### src/rtl/detector_stream_scheduler_pkg.sv
// Shared definitions for the detector stream scheduler.
// Contents:
//   state_t      - scheduler FSM encoding (IDLE, CLEAR, SHIFT, DRAIN, REPORT)
//   DEF_NREQ     - default number of requesters
//   DEF_WIDTH    - default word width
//   clog2_min1() - ceil(log2(value)), never less than 1
package detector_stream_scheduler_pkg;

    typedef enum logic [2:0] {
        IDLE   = 3'd0,
        CLEAR  = 3'd1,
        SHIFT  = 3'd2,
        DRAIN  = 3'd3,
        REPORT = 3'd4
    } state_t;

    localparam int DEF_NREQ  = 2;
    localparam int DEF_WIDTH = 8;

    // Width needed to index 'value' distinct items; at least 1 so that
    // single-item vectors stay legal.
    function automatic int clog2_min1(input int value);
        int r;
        r = 0;
        while ((1 << r) < value) begin
            r = r + 1;
        end
        if (r < 1) begin
            r = 1;
        end
        return r;
    endfunction

endpackage

### src/rtl/detector_stream_scheduler_if.sv
// Requester-side bus of the detector stream scheduler.
// Signals:
//   req[NREQ]          - per-requester request, held until granted
//   data[NREQ*WIDTH]   - requester i word at data[i*WIDTH +: WIDTH]
//   grant[NREQ]        - one-hot, one-cycle accept pulse
//   busy               - scheduler not in IDLE
//   done               - one-cycle result-valid pulse
//   done_id[IDW]       - requester ID of the reported word
//   match_count[CNTW]  - detector match count for the reported word
// Handshake: a requester raises req[i] with a stable word on its data
// slice and keeps both until it sees grant[i]=1; the word is taken on
// the rising edge that ends the grant cycle. done is a one-cycle valid
// with no back-pressure; done_id/match_count stay stable until the next
// report.
// Modports: master = requester side, slave = scheduler side.
interface detector_stream_scheduler_if #(
    parameter int NREQ  = 2,
    parameter int WIDTH = 8,
    parameter int IDW   = 1,
    parameter int CNTW  = 4
);
    logic [NREQ-1:0]       req;
    logic [NREQ*WIDTH-1:0] data;
    logic [NREQ-1:0]       grant;
    logic                  busy;
    logic                  done;
    logic [IDW-1:0]        done_id;
    logic [CNTW-1:0]       match_count;

    modport master (
        output req, data,
        input  grant, busy, done, done_id, match_count
    );

    modport slave (
        input  req, data,
        output grant, busy, done, done_id, match_count
    );
endinterface

### src/rtl/detector_stream_scheduler_rr_arbiter.sv
// Combinational round-robin picker.
// Ports:
//   req[NREQ]   in  - request vector
//   ptr[IDW]    in  - highest-priority index for this scan
//   sel[NREQ]   out - one-hot winner (zero when no request)
//   sel_id[IDW] out - binary index of the winner
//   any         out - at least one request present
// The pointer register lives in the parent.
module detector_stream_scheduler_rr_arbiter #(
    parameter int NREQ = 2,
    parameter int IDW  = 1
) (
    input  logic [NREQ-1:0] req,
    input  logic [IDW-1:0]  ptr,
    output logic [NREQ-1:0] sel,
    output logic [IDW-1:0]  sel_id,
    output logic            any
);

    function automatic int wrap_idx(input int base, input int offset);
        return (base + offset) % NREQ;
    endfunction

    // Scan ptr, ptr+1, ... wrapping; the first set bit wins.
    always_comb begin
        sel    = '0;
        sel_id = '0;
        any    = 1'b0;
        for (int i = 0; i < NREQ; i++) begin
            if (!any && req[wrap_idx(int'(ptr), i)]) begin
                any                          = 1'b1;
                sel[wrap_idx(int'(ptr), i)]  = 1'b1;
                sel_id                       = IDW'(wrap_idx(int'(ptr), i));
            end
        end
    end

endmodule

### src/rtl/detector_stream_scheduler.sv
// Shares one serial sequence detector between NREQ requesters.
// A round-robin grant accepts one word; the detector is cleared for one
// cycle, the word is shifted MSB-first onto det_x, and det_z highs are
// counted and reported together with the requester ID.
// Ports:
//   clock      in  - rising-edge clock
//   reset      in  - synchronous active-low reset
//   bus        slave modport - req/data/grant/busy/done/done_id/match_count
//   det_rst    out - active-high detector reset
//   det_x      out - serial bit to the detector
//   det_z      in  - detector match output
//   dbg_state  out - current FSM state
module detector_stream_scheduler
    import detector_stream_scheduler_pkg::*;
#(
    parameter int NREQ  = DEF_NREQ,
    parameter int WIDTH = DEF_WIDTH,
    parameter int IDW   = clog2_min1(NREQ),
    parameter int CNTW  = clog2_min1(WIDTH + 1)
) (
    input  logic                        clock,
    input  logic                        reset,
    detector_stream_scheduler_if.slave  bus,
    output logic                        det_rst,
    output logic                        det_x,
    input  logic                        det_z,
    output state_t                      dbg_state
);

    localparam int BW = clog2_min1(WIDTH);

    state_t            state;
    state_t            state_next;
    logic [WIDTH-1:0]  shreg;
    logic [BW-1:0]     bit_idx;
    logic [CNTW-1:0]   cnt;
    logic [CNTW-1:0]   cnt_upd;
    logic [IDW-1:0]    id_reg;
    logic [IDW-1:0]    rr;
    logic [IDW-1:0]    res_id;
    logic [CNTW-1:0]   res_cnt;
    logic [NREQ-1:0]   arb_sel;
    logic [IDW-1:0]    arb_id;
    logic              arb_any;
    logic              sample_en;

    detector_stream_scheduler_rr_arbiter #(
        .NREQ (NREQ),
        .IDW  (IDW)
    ) u_arb (
        .req    (bus.req),
        .ptr    (rr),
        .sel    (arb_sel),
        .sel_id (arb_id),
        .any    (arb_any)
    );

    // z for bit k is seen during cycle k+1, so SHIFT cycle 0 carries a
    // stale z and is skipped; DRAIN carries the z of the last bit.
    assign sample_en = ((state == SHIFT) && (bit_idx != '0)) || (state == DRAIN);
    assign cnt_upd   = (sample_en && det_z && (cnt != '1)) ? cnt + CNTW'(1) : cnt;

    // Next state and outputs. Outputs are gated by reset so they read
    // idle values during the whole reset-asserted cycle.
    always_comb begin
        state_next      = state;
        bus.grant       = '0;
        bus.busy        = 1'b0;
        bus.done        = 1'b0;
        bus.done_id     = res_id;
        bus.match_count = res_cnt;
        det_rst         = 1'b1;
        det_x           = 1'b0;
        dbg_state       = state;

        unique case (state)
            IDLE:    if (arb_any) state_next = CLEAR;
            CLEAR:   state_next = SHIFT;
            SHIFT:   if (bit_idx == BW'(WIDTH - 1)) state_next = DRAIN;
            DRAIN:   state_next = REPORT;
            REPORT:  state_next = IDLE;
            default: state_next = IDLE;
        endcase

        if (reset) begin
            det_rst  = (state == CLEAR);
            bus.busy = (state != IDLE);
            bus.done = (state == REPORT);
            if (state == IDLE) begin
                bus.grant = arb_sel;
            end
            if (state == SHIFT) begin
                det_x = shreg[WIDTH-1];
            end
        end
    end

    always_ff @(posedge clock) begin
        if (!reset) begin
            state   <= IDLE;
            rr      <= '0;
            shreg   <= '0;
            bit_idx <= '0;
            cnt     <= '0;
            id_reg  <= '0;
            res_id  <= '0;
            res_cnt <= '0;
        end else begin
            state <= state_next;
            case (state)
                IDLE: begin
                    if (arb_any) begin
                        shreg  <= bus.data[int'(arb_id) * WIDTH +: WIDTH];
                        id_reg <= arb_id;
                        rr     <= (int'(arb_id) == NREQ - 1) ? '0 : arb_id + IDW'(1);
                        cnt    <= '0;
                    end
                end
                CLEAR: begin
                    bit_idx <= '0;
                end
                SHIFT: begin
                    shreg   <= {shreg[WIDTH-2:0], 1'b0};
                    bit_idx <= bit_idx + BW'(1);
                    cnt     <= cnt_upd;
                end
                DRAIN: begin
                    // Result registers hold after done falls, independent
                    // of the working counter cleared at the next grant.
                    cnt     <= cnt_upd;
                    res_cnt <= cnt_upd;
                    res_id  <= id_reg;
                end
                default: begin
                end
            endcase
        end
    end

endmodule

### src/flat_wrapper.sv
// flat-port wrapper written by rule: the top's interface ports become plain ports
module detector_stream_scheduler_flat import detector_stream_scheduler_pkg::*;
#(
    parameter int NREQ  = DEF_NREQ,
    parameter int WIDTH = DEF_WIDTH,
    parameter int IDW   = clog2_min1(NREQ),
    parameter int CNTW  = clog2_min1(WIDTH + 1)
)
  (clock, reset, det_rst, det_x, det_z, dbg_state, bus_req, bus_data, bus_grant, bus_busy, bus_done, bus_done_id, bus_match_count);
  detector_stream_scheduler_if #(.NREQ(NREQ), .WIDTH(WIDTH), .IDW(IDW), .CNTW(CNTW)) bus_i ();
  input  logic clock;
  input  logic reset;
  output logic det_rst;
  output logic det_x;
  input  logic det_z;
  output state_t dbg_state;
  input wire logic [$bits(bus_i.req)-1:0] bus_req;
  input wire logic [$bits(bus_i.data)-1:0] bus_data;
  output wire logic [$bits(bus_i.grant)-1:0] bus_grant;
  output wire logic [$bits(bus_i.busy)-1:0] bus_busy;
  output wire logic [$bits(bus_i.done)-1:0] bus_done;
  output wire logic [$bits(bus_i.done_id)-1:0] bus_done_id;
  output wire logic [$bits(bus_i.match_count)-1:0] bus_match_count;
  assign bus_i.req = bus_req;
  assign bus_i.data = bus_data;
  assign bus_grant = bus_i.grant;
  assign bus_busy = bus_i.busy;
  assign bus_done = bus_i.done;
  assign bus_done_id = bus_i.done_id;
  assign bus_match_count = bus_i.match_count;
  detector_stream_scheduler #(.NREQ(NREQ), .WIDTH(WIDTH), .IDW(IDW), .CNTW(CNTW)) u_core (.clock(clock), .reset(reset), .bus(bus_i), .det_rst(det_rst), .det_x(det_x), .det_z(det_z), .dbg_state(dbg_state));
endmodule
### config.mk
export PLATFORM = sky130hd
export DESIGN_NAME = detector_stream_scheduler_flat
export DESIGN_NICKNAME = d
export VERILOG_FILES = /design/src/rtl/detector_stream_scheduler_pkg.sv /design/src/rtl/detector_stream_scheduler_if.sv /design/src/rtl/detector_stream_scheduler_rr_arbiter.sv /design/src/rtl/detector_stream_scheduler.sv /design/src/flat_wrapper.sv
export SDC_FILE = /design/constraint.sdc
export NUM_CORES = 1
export LEC_CHECK = 0
export ABC_AREA = 0
export ABC_CLOCK_PERIOD_IN_PS = 3200
export CORE_MARGIN = 10
export CORE_UTILIZATION = 45
export CTS_BUF_LIST = sky130_fd_sc_hd__clkbuf_8
export DETAILED_ROUTE_END_ITERATION = 8
export PLACE_DENSITY = 0.74
export SETUP_SLACK_MARGIN = 0.3
export SLEW_MARGIN = 20
export SYNTH_ARGS = -nofsm -noshare
export SYNTH_HDL_FRONTEND = slang
export SYNTH_SLANG_ARGS = --single-unit
export TNS_END_PERCENT = 100
### constraint.sdc
create_clock -name clock -period 3.2 [get_ports clock]
set_clock_uncertainty 0.05 [all_clocks]
set_input_delay 0.96 -clock clock [delete_from_list [all_inputs] [get_ports clock]]
set_output_delay 0.96 -clock clock [all_outputs]
set_load 0.005 [all_outputs]
# == After elaboration in Yosys (flattened, before gate mapping) ==
# Index checks and enable logic that the tools add are counted.
# totals
ff_bits,25
inputBits,21
output_inout_bits,14
wordCells,78
# classes
addsub,4
n_lt_le_gt_ge,4
eq_ne,8
n_shift,1
mux,32
bitwise_logic,2
n_reduce_logical,19
# ops
cell,count
$mux 1,17
$pmux 8 s2,1
$shiftx 16x5->8,1
$pmux 3 s4,1
$mux 2,4
$mux 4,2
$mux 8,1
$pmux 4 s2,1
$reduce_and 2->1,4
$eq 3x2->1 const B,2
$eq 3x3->1 const B,2
$logic_and 1x1->1,6
$mux 3,2
$pmux 3 s2,1
$reduce_bool 2->1,3
$reduce_bool 3->1,2
$add 4x1->4 const B,1
$ne 4x4->1 const B,1
$add 3x1->3 const B,1
$eq 3x1->1 const B,1
$logic_not 3->1,1
$lt 2x3->1 const B,1
$add 1x1->1 const B,2
$demux 1 s1,2
other kinds (10),10

# == Logic depth before layout (Yosys ltp) ==
# depth
word_depth,10
mapped_depth,6
depth_no_buf,6

# == Hierarchy ==
# A second synthesis with hierarchy kept.
# unflattened
hier_cells,172
area_unflattened_um2,1406.3
# modules_own_cells
module,instances,cells_each,area_each_um2,seq_area_each_um2
detector_stream_scheduler,1,167,1373.8,500.5
detector_stream_scheduler_rr_arbiter,1,5,32.5,0.0

# == Worst setup path after synthesis ==
# No wires, ideal clock.
# synth_path
path_type,input to output
startpoint,in reset
endpoint,out bus_busy
arrival_ns,1.463
required_ns,2.190
path_slack_ns,0.727
path_stages,3
path_buffers,1
path_cell_list,clkinv_1 clkbuf_1 nor2_1
# synth_between
elab_chain_len,1
# synth_rtl
item,line_no,source
from (decl),flat_wrapper.sv:12,input logic reset;
$mux 1,detector_stream_scheduler.sv:85,if (reset) begin
to (decl),flat_wrapper.sv:20,output wire logic [$bits(bus_i.busy)-1:0] bus_busy;
# No other way between the ends.

# == Final worst setup path ==
# layout_path
startpoint,in reset
endpoint,out bus_done
# layout_between
elab_chain_len,1
# layout_rtl
item,line_no,source
$mux 1,detector_stream_scheduler.sv:85,
to (decl),flat_wrapper.sv:21,output wire logic [$bits(bus_i.done)-1:0] bus_done;
# No other way between the ends.

==> out/metrics.yaml <==
status: "completed"
wire_per_inst_um: 15.4
yosys.area.top_type: "dfxtp_1"
worst_pin_slew_ps: 412
largest_reg_flops: 8
routed-wl-met2_um: 1790
crit_slowest_cell: "nor4b_2"
nFillCells: 264
ys.warnings.count: 0
cp.arrival_ps: 1790
hold_slack_ps: 416
cts_num_sinks: 25
die_h_um: 75.1
worstSetupEndpointType: "output pin"
maxSlewViolCount: 0
wirelength_um: 3720
relSlewSlack: 0.725
cp-start-kind: "input pin"
async_flop_share: 0
crit_required_ps: 2190
hold_buffers: 0
multi_input_area_um2: 811
grt_pass1_wl_um: 6130
grt_pass1_vias: 1299
hold_violations: 0
antenna_found_initial: 0
antenna_left: 0
nets: 236
syn_inst: 161
dp_hpwl_um: 2700
yosys-top-cells-area: "dfxtp_1 (37%), mux2i_1 (7.3%), nor2_1 (4.4%), ha_1 (3.7%), a21oi_1 (3.3%)"
drtIter0Drc: 97
path_delay_family: "buffers and inverters"
die_area_mm2: 0.00564
synth.distinct_cells: 43
cp_slowest_stage_delay_ps: 270
setup_viol: 0
drive_gt1_frac: 0.195
initial_core_util: 0.483
top_layer: "met4"
yosys_register_bits: 25
final_util: 0.672
synth_commonest_cells: "dfxtp_1 (25), nor2_1 (16), nand2_1 (11)"
synth_nets: 186
vias: 1361
placedCellCount: 228
cts_tree: "done"
fmax_ghz: 0.357
die_w_um: 75.1
fin_crit_ps: 2800
clock_tree.root_cell: "clkbuf_8"
grtUsageTotal: 0.137
ys.flop_type: "dfxtp_1"
via_per_inst: 5.65
max-cap-violations: 0
crit_buf_inv: 4
seqPwrFrac: 0.438
wl_met1_um: 1710
htree_num_levels: 1
p_int_w: 0.000574
post-route-period-util: 0.876
grt_max_degree: 17
rsz0062_at_grt: "false"
rows: 19
met3_length_um: 182
combinationalPowerShare: 0.334
ir_worst_vdd_mv: 0.219
io_pins: 35
avgSynthCellArea_um2: 8.49
leakage_nw: 0.781
gp_congestion: 0.749
netlist_area_mm2: 0.00137
core_mm2: 0.00283
overflow: 0
p_clk_frac: 0.228
synth_edf_count: 0
numCtsBuffers: 3
switchingPower_w: 0.000267
yosysMostFrequentCell: "dfxtp_1"
seq_area_um2: 500
clock_latency_ps: 270
first_pass_iters: 4
regMostFlops: "u_core.shreg"
critPathKind: "in -> out"
diodes: 0
path_clk_slew_ps: 90
cts.path.max_buffers: 2
switching_share: 0.317
cp_max_fo: 5
io_buffer_count: 34
ys_seq_area_frac: 0.366
layout.cells.non_filler: 241
power_density_mw_per_mm2: 443
worstPathCellList: "clkbuf_2 -> clkinv_2 -> buf_4 -> nor4b_2 -> buf_2"
synth.top_cell.area_share: 0.366
synthToLayoutAreaGrowth_pct: 39.1
drc_errors: 0
fin_tns_setup_ps: 0
hold_path.class: "reg -> reg"
## cell type report
type | count | area share
multi-input cells | 120 | 0.427
flip-flops and latches | 25 | 0.263
repair buffers | 55 | 0.253
clock buffers | 3 | 0.0217
well taps | 31 | 0.0204
inverters | 6 | 0.0125
clock inverters | 1 | 0.00263
## metal layers
metal | up-vias | GRT usage
met2 | 26 | 0.228
met1 | 650 | 0.166
li1 | 681 | -
met4 | 0 | 0.0546
met3 | 4 | 0.0342
met5 | - | 0
## cell usage in the layout, fill, tap and decap left out, types with 4 or more instances in the layout
cell,Yosys,final
dlygate4sd2_1,0,4
a21oi_1,9,9
nor2_1,16,16
nand2_1,11,11
nand3_1,9,9
mux2i_1,10,10
clkdlybuf4s50_1,0,26
o211ai_1,5,5
o21ai_0,9,9
buf_4,0,19
a211oi_1,5,4
dfxtp_1,25,25
inv_1,5,5
ha_1,4,4
## power groups by stage
stage	Sequential (W)	Clock (W)	Combinational [W]
final	0.000369	0.000191	0.000281
after floorplan	0.000370	0	0.000166
after global routing	0.000373	0.000210	0.000312
after CTS	0.000368	0.000196	0.000280
after global placement	0.000373	0	0.000259
after detailed placement	0.000374	0	0.000265
## kinds of logic (layout without fill, tap and decap cells)
family	Yosys count	count (layout)	synth area share
compound gates	42	42	0.203
xor+xnor	4	4	0.0256
fa+ha+maj	4	4	0.0366
buf+inv	16	65	0.0531
flops	25	25	0.366
mux	11	11	0.0815
simple gates	59	59	0.234
## timing repair
| item | 4_1_cts | 5_1_grt |
|---|---|---|
| resized for setup | 22 | 1 |
| buffers inserted | 8 | 0 |
| pin swaps | 1 | 0 |
| gates cloned | 1 | 0 |
| setup endpoints to repair | 6 | 4 |
## path summary, 6_finish.rpt
| check | startpoint | to | slack (ps) | cells after the start |
|---|---|---|---|---|
| max | reset | bus_done | 400 | 5 |
| min | u_core.shreg[0]$_SDFFE_PN0P_ | u_core.shreg[0]$_SDFFE_PN0P_ | 420 | 2 |
| max reg2reg | u_core.rr$_SDFFE_PN0P_ | u_core.shreg[4]$_SDFFE_PN0P_ | 1020 | 11 |
| min reg2reg | u_core.shreg[0]$_SDFFE_PN0P_ | u_core.shreg[0]$_SDFFE_PN0P_ | 420 | 2 |
## through the flow
| stage | area (um^2) | power [W] | setup slack (ps) |
|---|---|---|---|
| 6_report | 1900 | 0.000841 | 396 |
| 5_1_grt | 1900 | 0.000895 | 346 |
| 4_1_cts | 1910 | 0.000844 | 266 |
| 3_5_place_dp | 1790 | 0.000639 | -438 |
| 3_3_place_gp | 1790 | 0.000632 | -408 |
| 2_1_floorplan | 1370 | 0.000536 | 727 |
## tightest hold or removal path, cell delays in order, from the launching register on
cell and delay [ps]:
dfxtp_1 320, nand3_1 60, a21oi_1 50
(Power assumes the default switching activity.)
